[config.mk]
export PLATFORM = sky130hd
export DESIGN_NAME = muldiv_sched
export DESIGN_NICKNAME = d
export VERILOG_FILES = /design/src/rtl/muldiv_sched.sv
export SDC_FILE = /design/constraint.sdc
export NUM_CORES = 1
export LEC_CHECK = 0
export BUFFER_PORTS_ARGS = -buffer_cell sky130_fd_sc_hd__clkbuf_2
export CORE_MARGIN = 2
export CORE_UTILIZATION = 51
export DETAILED_ROUTE_END_ITERATION = 10
export GPL_ROUTABILITY_DRIVEN = 0
export GPL_TIMING_DRIVEN = 0
export PLACE_DENSITY = 0.85
export SLEW_MARGIN = 10
export SYNTH_ARGS = -nofsm -noshare
export SYNTH_HDL_FRONTEND = slang
export SYNTH_SLANG_ARGS = --single-unit
[constraint.sdc]
create_clock -name clock -period 1.9 [get_ports clock]
set_input_delay 0.19 -clock clock [delete_from_list [all_inputs] [get_ports clock]]
set_output_delay 0.19 -clock clock [all_outputs]
set_load 0.005 [all_outputs]
[src/rtl/muldiv_sched.sv]
// muldiv_sched: sequences the shared multiply/divide units and the HI/LO register writes.
// Ports: clock, reset (async, active-low); mult_req/div_req requests from control;
// mult_done/div_done/div0 from the units; mult_ctrl/div_ctrl unit starts;
// hi_ctrl/lo_ctrl HI/LO mux selects (1 = multiply); write_hi/write_lo HI/LO write enables;
// busy, and retire pulses done/div0_exc/timeout; drop flags a discarded request.
module muldiv_sched #(
   parameter int MAX_WAIT = 40
) (
   input  logic clock,
   input  logic reset,
   input  logic mult_req,
   input  logic div_req,
   input  logic mult_done,
   input  logic div_done,
   input  logic div0,
   output logic mult_ctrl,
   output logic div_ctrl,
   output logic hi_ctrl,
   output logic lo_ctrl,
   output logic write_hi,
   output logic write_lo,
   output logic busy,
   output logic done,
   output logic div0_exc,
   output logic timeout,
   output logic drop
);
   localparam int W = $clog2(MAX_WAIT);
   typedef enum logic [2:0] {IDLE, START, WAIT, WRITE, EXC, TOUT} state_t;
   state_t state, state_n;
   logic op, op_n, mult_pend, mult_pend_n, div_pend, div_pend_n, drop_n;
   logic [W-1:0] cnt, cnt_n;
   logic retire, mult_take, div_take, unit_done;
   always_ff @(posedge clock or negedge reset)
      if (!reset) begin
         state <= IDLE;
         op <= 1'b0;
         cnt <= '0;
         mult_pend <= 1'b0;
         div_pend <= 1'b0;
         drop <= 1'b0;
      end else begin
         state <= state_n;
         op <= op_n;
         cnt <= cnt_n;
         mult_pend <= mult_pend_n;
         div_pend <= div_pend_n;
         drop <= drop_n;
      end
   // A retiring state hands off to a pending op; mult has priority over div.
   assign retire = state == WRITE || state == EXC || state == TOUT;
   assign mult_take = retire && mult_pend;
   assign div_take = retire && !mult_pend && div_pend;
   assign unit_done = op ? mult_done : div_done;
   always_comb begin
      state_n = state;
      op_n = op;
      cnt_n = cnt;
      mult_pend_n = mult_pend;
      div_pend_n = div_pend;
      drop_n = 1'b0;
      case (state)
         IDLE: begin
            state_n = mult_req || div_req ? START : IDLE;
            op_n = mult_req ? 1'b1 : div_req ? 1'b0 : op;
            div_pend_n = mult_req && div_req;
         end
         START: begin
            state_n = WAIT;
            cnt_n = '0;
         end
         WAIT: begin
            state_n = unit_done ? (!op && div0 ? EXC : WRITE) :
                      cnt == W'(MAX_WAIT - 1) ? TOUT : WAIT;
            cnt_n = unit_done || cnt == W'(MAX_WAIT - 1) ? cnt : cnt + W'(1);
         end
         default: begin
            state_n = mult_take || div_take ? START : IDLE;
            op_n = mult_take ? 1'b1 : div_take ? 1'b0 : op;
         end
      endcase
      // A re-request of a slot being consumed this cycle refills it instead of dropping.
      if (state != IDLE) begin
         mult_pend_n = mult_req || (mult_pend && !mult_take);
         div_pend_n = div_req || (div_pend && !div_take);
         drop_n = (mult_req && mult_pend && !mult_take) || (div_req && div_pend && !div_take);
      end
   end
   assign busy = state != IDLE;
   assign mult_ctrl = state == START && op;
   assign div_ctrl = state == START && !op;
   assign hi_ctrl = op;
   assign lo_ctrl = op;
   assign write_hi = state == WRITE;
   assign write_lo = state == WRITE;
   assign done = retire;
   assign div0_exc = state == EXC;
   assign timeout = state == TOUT;
endmodule

# Word-level counts from Yosys, hierarchy flattened
# Cells that the tools add are included.
# Widths: inputs -> output; s select.
[word_totals] output_inout_bits=11 word_cells=66 inputBits=7 ff_bits=13
[classes] mux=17 eq_ne=8 n_addsub=1 reduce_logical=33 bitwise=1
[op_table] operator="$logic_and 1x1->1" n=13
[op_table] operator="$pmux 6 s2" n=1
[op_table] operator="$mux 1" n=10
[op_table] operator="$mux 3" n=3
[op_table] operator="$pmux 3 s3" n=1
[op_table] operator="$logic_or 1x1->1" n=8
[op_table] operator="$add 6x1->6 const B" n=1
[op_table] operator="$eq 3x2->1 const B" n=2
[op_table] operator="$eq 3x3->1 const B" n=2
[op_table] operator="$eq 6x6->1 const B" n=1
[op_table] operator="$mux 6" n=1
[op_table] operator="$reduce_bool 3->1" n=2
[op_table] operator="$logic_not 1->1" n=4
[op_table] operator="$reduce_bool 2->1" n=2
[op_table] operator="$eq 3x1->1 const B" n=1
[op_table] operator="$logic_not 3->1" n=1
[op_table] operator="$ne 3x3->1 const B" n=1
[op_table] operator="$reduce_and 3->1" n=1
[op_table] operator="$ne 2x2->1 const B" n=1
[op_table] operator="$pmux 1 s2" n=1
[op_table] operator="$reduce_and 2->1" n=1
[op_table] operator="$reduce_or 2->1" n=1
[op_table] operator="$not 1->1" n=1

# Depth between registers and ports, before layout
[logic_depth] ltp_word=9 mapped_depth=6 ltp_nobuf=5

# Worst setup path before layout
# No wires, ideal clock.
[synth_timing] kind="reg-to-reg" start="register state[0]" end="register op, in the netlist hi_ctrl" n_path_buf=2 period_less_slack_ns=1.466 path_stages_with_launch=6 setup_time_ns=0.120 slack_ns=0.434 t_arrival_ns=1.346 required_ns=1.780 cell_sequence="dfrtp_1 -> buf_6 -> or3_1 -> clkbuf_1 -> o21bai_1 -> a31o_2"
[synth_via] elab_chain_len=7 elab_cells_between_ends=18 cone_classes="6 x eq/ne; 2 x mux; 1 x bitwise; 9 x reduce/logical"
[synth_lines] element="start, declared" line="30" source="state_t state, state_n;"
[synth_lines] element="start signal, assigned" line="43" source="state <= state_n;"
[synth_lines] element="$eq 3x2->1 or $eq 3x3->1 (tied branches)" line="51" source="assign retire = state == WRITE || state == EXC || state == TOUT;"
[synth_lines] element="$logic_or 1x1->1 (2 in series)" line="51"
[synth_lines] element="$logic_and 1x1->1 (2 in series)" line="53" source="assign div_take = retire && !mult_pend && div_pend;"
[synth_lines] element="$reduce_bool 3->1 (no line)"
[synth_lines] element="$reduce_and 3->1 (no line)"
[synth_lines] element="end signal, assigned" line="44" source="op <= op_n;"
[synth_lines] element="end, declared" line="31" source="logic op, op_n, mult_pend, mult_pend_n, div_pend, div_pend_n, drop_n;"
# Parallel ways exist; a longest one is shown, timed or not.
# A chain may end at the register's enable or synchronous reset.

# Final worst setup path
[layout_timing] start="register state[2]" end="output port done"
[layout_via] elab_chain_len=3 elab_cells_between_ends=5 cone_classes="3 x eq/ne; 2 x reduce/logical"
[layout_lines] element="$eq 3x2->1 or $eq 3x3->1 (tied branches)" line="51"
[layout_lines] element="$logic_or 1x1->1" line="51"
[layout_lines] element="$logic_or 1x1->1 *" line="51"
[layout_lines] element="end, declared" line="23" source="output logic done,"
# Every way passes the cells marked *; elsewhere a longest branch is shown, timed or not.

==> results.md <==
- The netlist uses 32 different library cells.
- The power density over the cells is roughly 1400 mW/mm^2.
- The synthesis warning total is 0.
- Sorting the synthesized cells by area gives the leading types as sky130_fd_sc_hd__dfrtp_1, sky130_fd_sc_hd__o21ai_0, sky130_fd_sc_hd__nand3_1, sky130_fd_sc_hd__nand2_1, sky130_fd_sc_hd__a21oi_1.
- The final instance count without filler cells is around 120.
- The post-layout total power is roughly 1.2 mW.
- The critical path is of the register to output port type.
- After clock tree synthesis, the flow added hold-fix buffers numbering 1.
- After clock tree synthesis, the clock-pin slew on the worst setup and hold paths is around 0.08 ns.
- The count of inserted antenna diode cells is 0.
- Between clock sinks in the finished design, the worst skew comes to between 0.004 and 0.005 ns.
- The worst pin sits at a relative slew slack of between 70% and 80%.
- The count of H-tree levels built during CTS is 1.
- The highest routed metal layer is met4.
- Data on the critical path is required at its endpoint by 1.71 ns.
- The count of instances resized after the clock tree is built is 0.
- The number of max-slew violations in the final report is 0.
- The final count of negative-setup-slack endpoints is 0.
- The count of nets left with antenna violations once routing finished came out at 0.
- Hold timing on the final database bottoms out at a slack of between 0.2 and 0.25 ns.
- The number of sinks on the clock net is 13.
- In the final design database the tool counted between 100 and 150 nets.
- The startpoint of the worst setup timing path is state[2]$_DFF_PN0_.
- After synthesis, the most frequently instantiated cells are sky130_fd_sc_hd__dfrtp_1, sky130_fd_sc_hd__o21ai_0, sky130_fd_sc_hd__nand3_1.
- The effective utilization at floorplan is approximately 53%.
- At the later pin of the worst-skew pair, clock insertion delay measures approximately 0.27 ns.
- Each instance of the synthesized netlist takes up on average around 9.1 sq um.
- In this run, synthesis inferred 0 flip-flops with an integrated enable.
- The die height is 42.88 microns.
- The run finished with clean final reports.
- The number of maximum-capacitance constraint violations is 0.
- In this run the deepest clock path goes through 2 buffers.
- The most used flip-flop cell after synthesis is sky130_fd_sc_hd__dfrtp_1.
- Of all nets on the critical path, the largest fanout is 8.
- After detailed routing, the met2 layer carries roughly 790 microns of wire.
- The global router's overall resource usage is between 20% and 30%.
- The number of antenna violations at the first check in global routing is 0.
- The cell total after placement is 118.
- The layout overhead on the synthesized area is 18.34%.
- After detailed routing, the number of remaining DRC violations is 0.
- The region available for standard cell placement spans roughly 0.0015 sq mm.
- Counting flops with an async set or reset pin after synthesis yields a share of 100.0%.
- STA classifies the critical path startpoint as a register.
- The global route total overflow is 0.
- Counting flops and latches in the post-synthesis netlist gives 13.
- The number of global-route vias before repair is between 600 and 700.
- The aggregate negative setup slack is 0 ns.
- The final core area utilization is a little over three fifths.
- The cell sitting at the root of the clock tree is a sky130_fd_sc_hd__clkbuf_4.
- STA classifies the critical path endpoint as an output port.
- Timing analysis after detailed placement gives a worst setup slack of about 0.34 ns.
- The fmax is 0.6070 GHz.
- After detailed placement, the total cell area comes to around 880 sq um.
- The post-CTS setup buffer count is 0.
- STA puts the critical path data arrival time at 1.46 ns.
- 18 I/O pins were placed.
- The die is 42.88 microns wide.
- In this run the cell area of the synthesized design comes to around 770 sq um.
- The setup slack of the most critical reg-to-reg path is 0.31 ns.
- Detailed routing inserted a total of just over 700 vias.
- The first-pass GRT wire length is between 2000 and 3000 microns.
- The number of clock buffers added by TritonCTS is 3.
- The logic depth of the worst register-to-register path is 4.
- The number of DRC markers in iteration 0 is 13.
- The number of I/O port buffers is 17.
- The die covers ~0.0018 sq mm.
- Once routing completed, OpenROAD measured the worst setup slack at 0.2526 ns.
- Using the TritonRoute via totals, the vias-per-cell ratio works out to roughly 5.7.
- In this run the critical register-to-register path is launched from hi_ctrl$_DFFE_PN0P_.
- The post-route cell area is approximately 910 sq um.
- Setup repair after global routing left no endpoint under its margin.
- The most area-hungry cell type in the Yosys netlist is sky130_fd_sc_hd__dfrtp_1.
- The number of optimization iterations in the first detailed-route pass is 4.
- The synthesized instance count is 85.
- The count of final hold-check violations is 0.
- The aggregate routed wire length is between 1500 and 2000 microns.
- Entering global routing, the biggest net connects 14 pins.
- The detailed route wirelength on metal3 is 47 microns.
- For the pin with the worst max-slew slack, the measured transition is 0.3349 ns.
- The worst IR drop on VDD is roughly 970 uV.
- The post-layout minimum cycle time is 1.647 ns.
- The number of nets in the synthesized netlist is between 90 and 100.
- The worst setup path endpoint is done.
- The ratio of final minimum period to clock period is slightly below 90%.
- The wire-length estimate of the detail-placed layout is about 1200 microns.
- Summed over all cells, the static leakage comes to between 0.4 and 0.5 nW.
- The fraction of final layout cells with drive strength greater than 1 is between 20% and 30%.
- The most common cell in the netlist is sky130_fd_sc_hd__dfrtp_1.
- The clock tree from TritonCTS is yes.
- Sequential cells were found to cover between 40% and 50% of the synthesized design area.
- The area share of the largest cell type after synthesis is roughly 42%.
- After detailed routing, the wire length on met1 is around 750 microns.
- The number of inserted filler cells in the final layout is 123.
- The endpoint of the worst-slack reg-to-reg timing path is cnt[3]$_DFFE_PN0P_.
- The initialized floorplan defines 14 standard-cell rows.
- The detailed-route wire length per cell is between 10 and 15 microns.
- The tightest min-delay check is of the input port to register type.
-- registers in the layout, indices dropped and copies added (netlist names) --
signal,cells
cnt,6
state,3
mult_pend,1
hi_ctrl,1
div_pend,1
drop,1
-- how the worst min path moves through the flow --
stage	end	cells after the start	slack [ns]	start
finish	div_pend$_DFF_PN0_	3	0.20	mult_req
detailed placement	div_pend$_DFF_PN0_	1	0.10	reset
CTS	div_pend$_DFF_PN0_	3	0.20	mult_req
global placement	mult_pend$_DFFE_PN0N_	1	0.1	reset
global route	div_pend$_DFF_PN0_	3	0.24	mult_req
floorplan	cnt[0]$_DFFE_PN0P_	0	-0.11	reset
-- cells by family after synthesis --
kind of cell / share of synthesized area, %
AOI/OAI and AO/OA: 21.27
adders and majority gates: 1.623
buffers and inverters: 6.330
DFF: 42.21
muxes: 1.785
and+or+nand+nor: 26.79
-- layout make-up --
type	instances	area (sq um)	area share, %
Sequential cell	13	325.3	35.67
Clock buffer	4	26.28	2.881
Inverter	5	18.77	2.058
Timing Repair Buffer	18	95.09	10.43
Buffer	4	30.03	3.292
Multi-Input combinational cell	63	396.6	43.48
Tap cell	16	20.02	2.195
-- where the power goes --
group	internal [mW]	switching, mW	total, mW
sequential	0.360	0.113	0.473
clock	0.0811	0.0890	0.170
combinational	0.296	0.295	0.591
total	0.738	0.497	1.23
-- per-layer routing --
layer / GRT usage (%) / up-vias
li1: - / 356
met1: 25.68 / 336
met2: 33.94 / 13
met3: 1.277 / 2
met4: 9.375 / 0
met5: 0 / -
-- critical path, stage by stage (launching register included) --
cell	delay, ns
sky130_fd_sc_hd__dfrtp_1	0.49
sky130_fd_sc_hd__and3b_2	0.26
sky130_fd_sc_hd__nor2_1	0.21
sky130_fd_sc_hd__inv_1	0.10
sky130_fd_sc_hd__clkbuf_2	0.12
-- cell usage in the layout (no fill, tap or decap), drive strengths merged, types with 3 or more instances in the layout --
master and count:
nand3 7, clkbuf 22, buf 3, nor3b 3
dfrtp 13, nand2 6, a21oi 4, o211ai 3
or3 3, inv 5, nor2 5, o21ai 11
(Power assumes the default switching activity.)
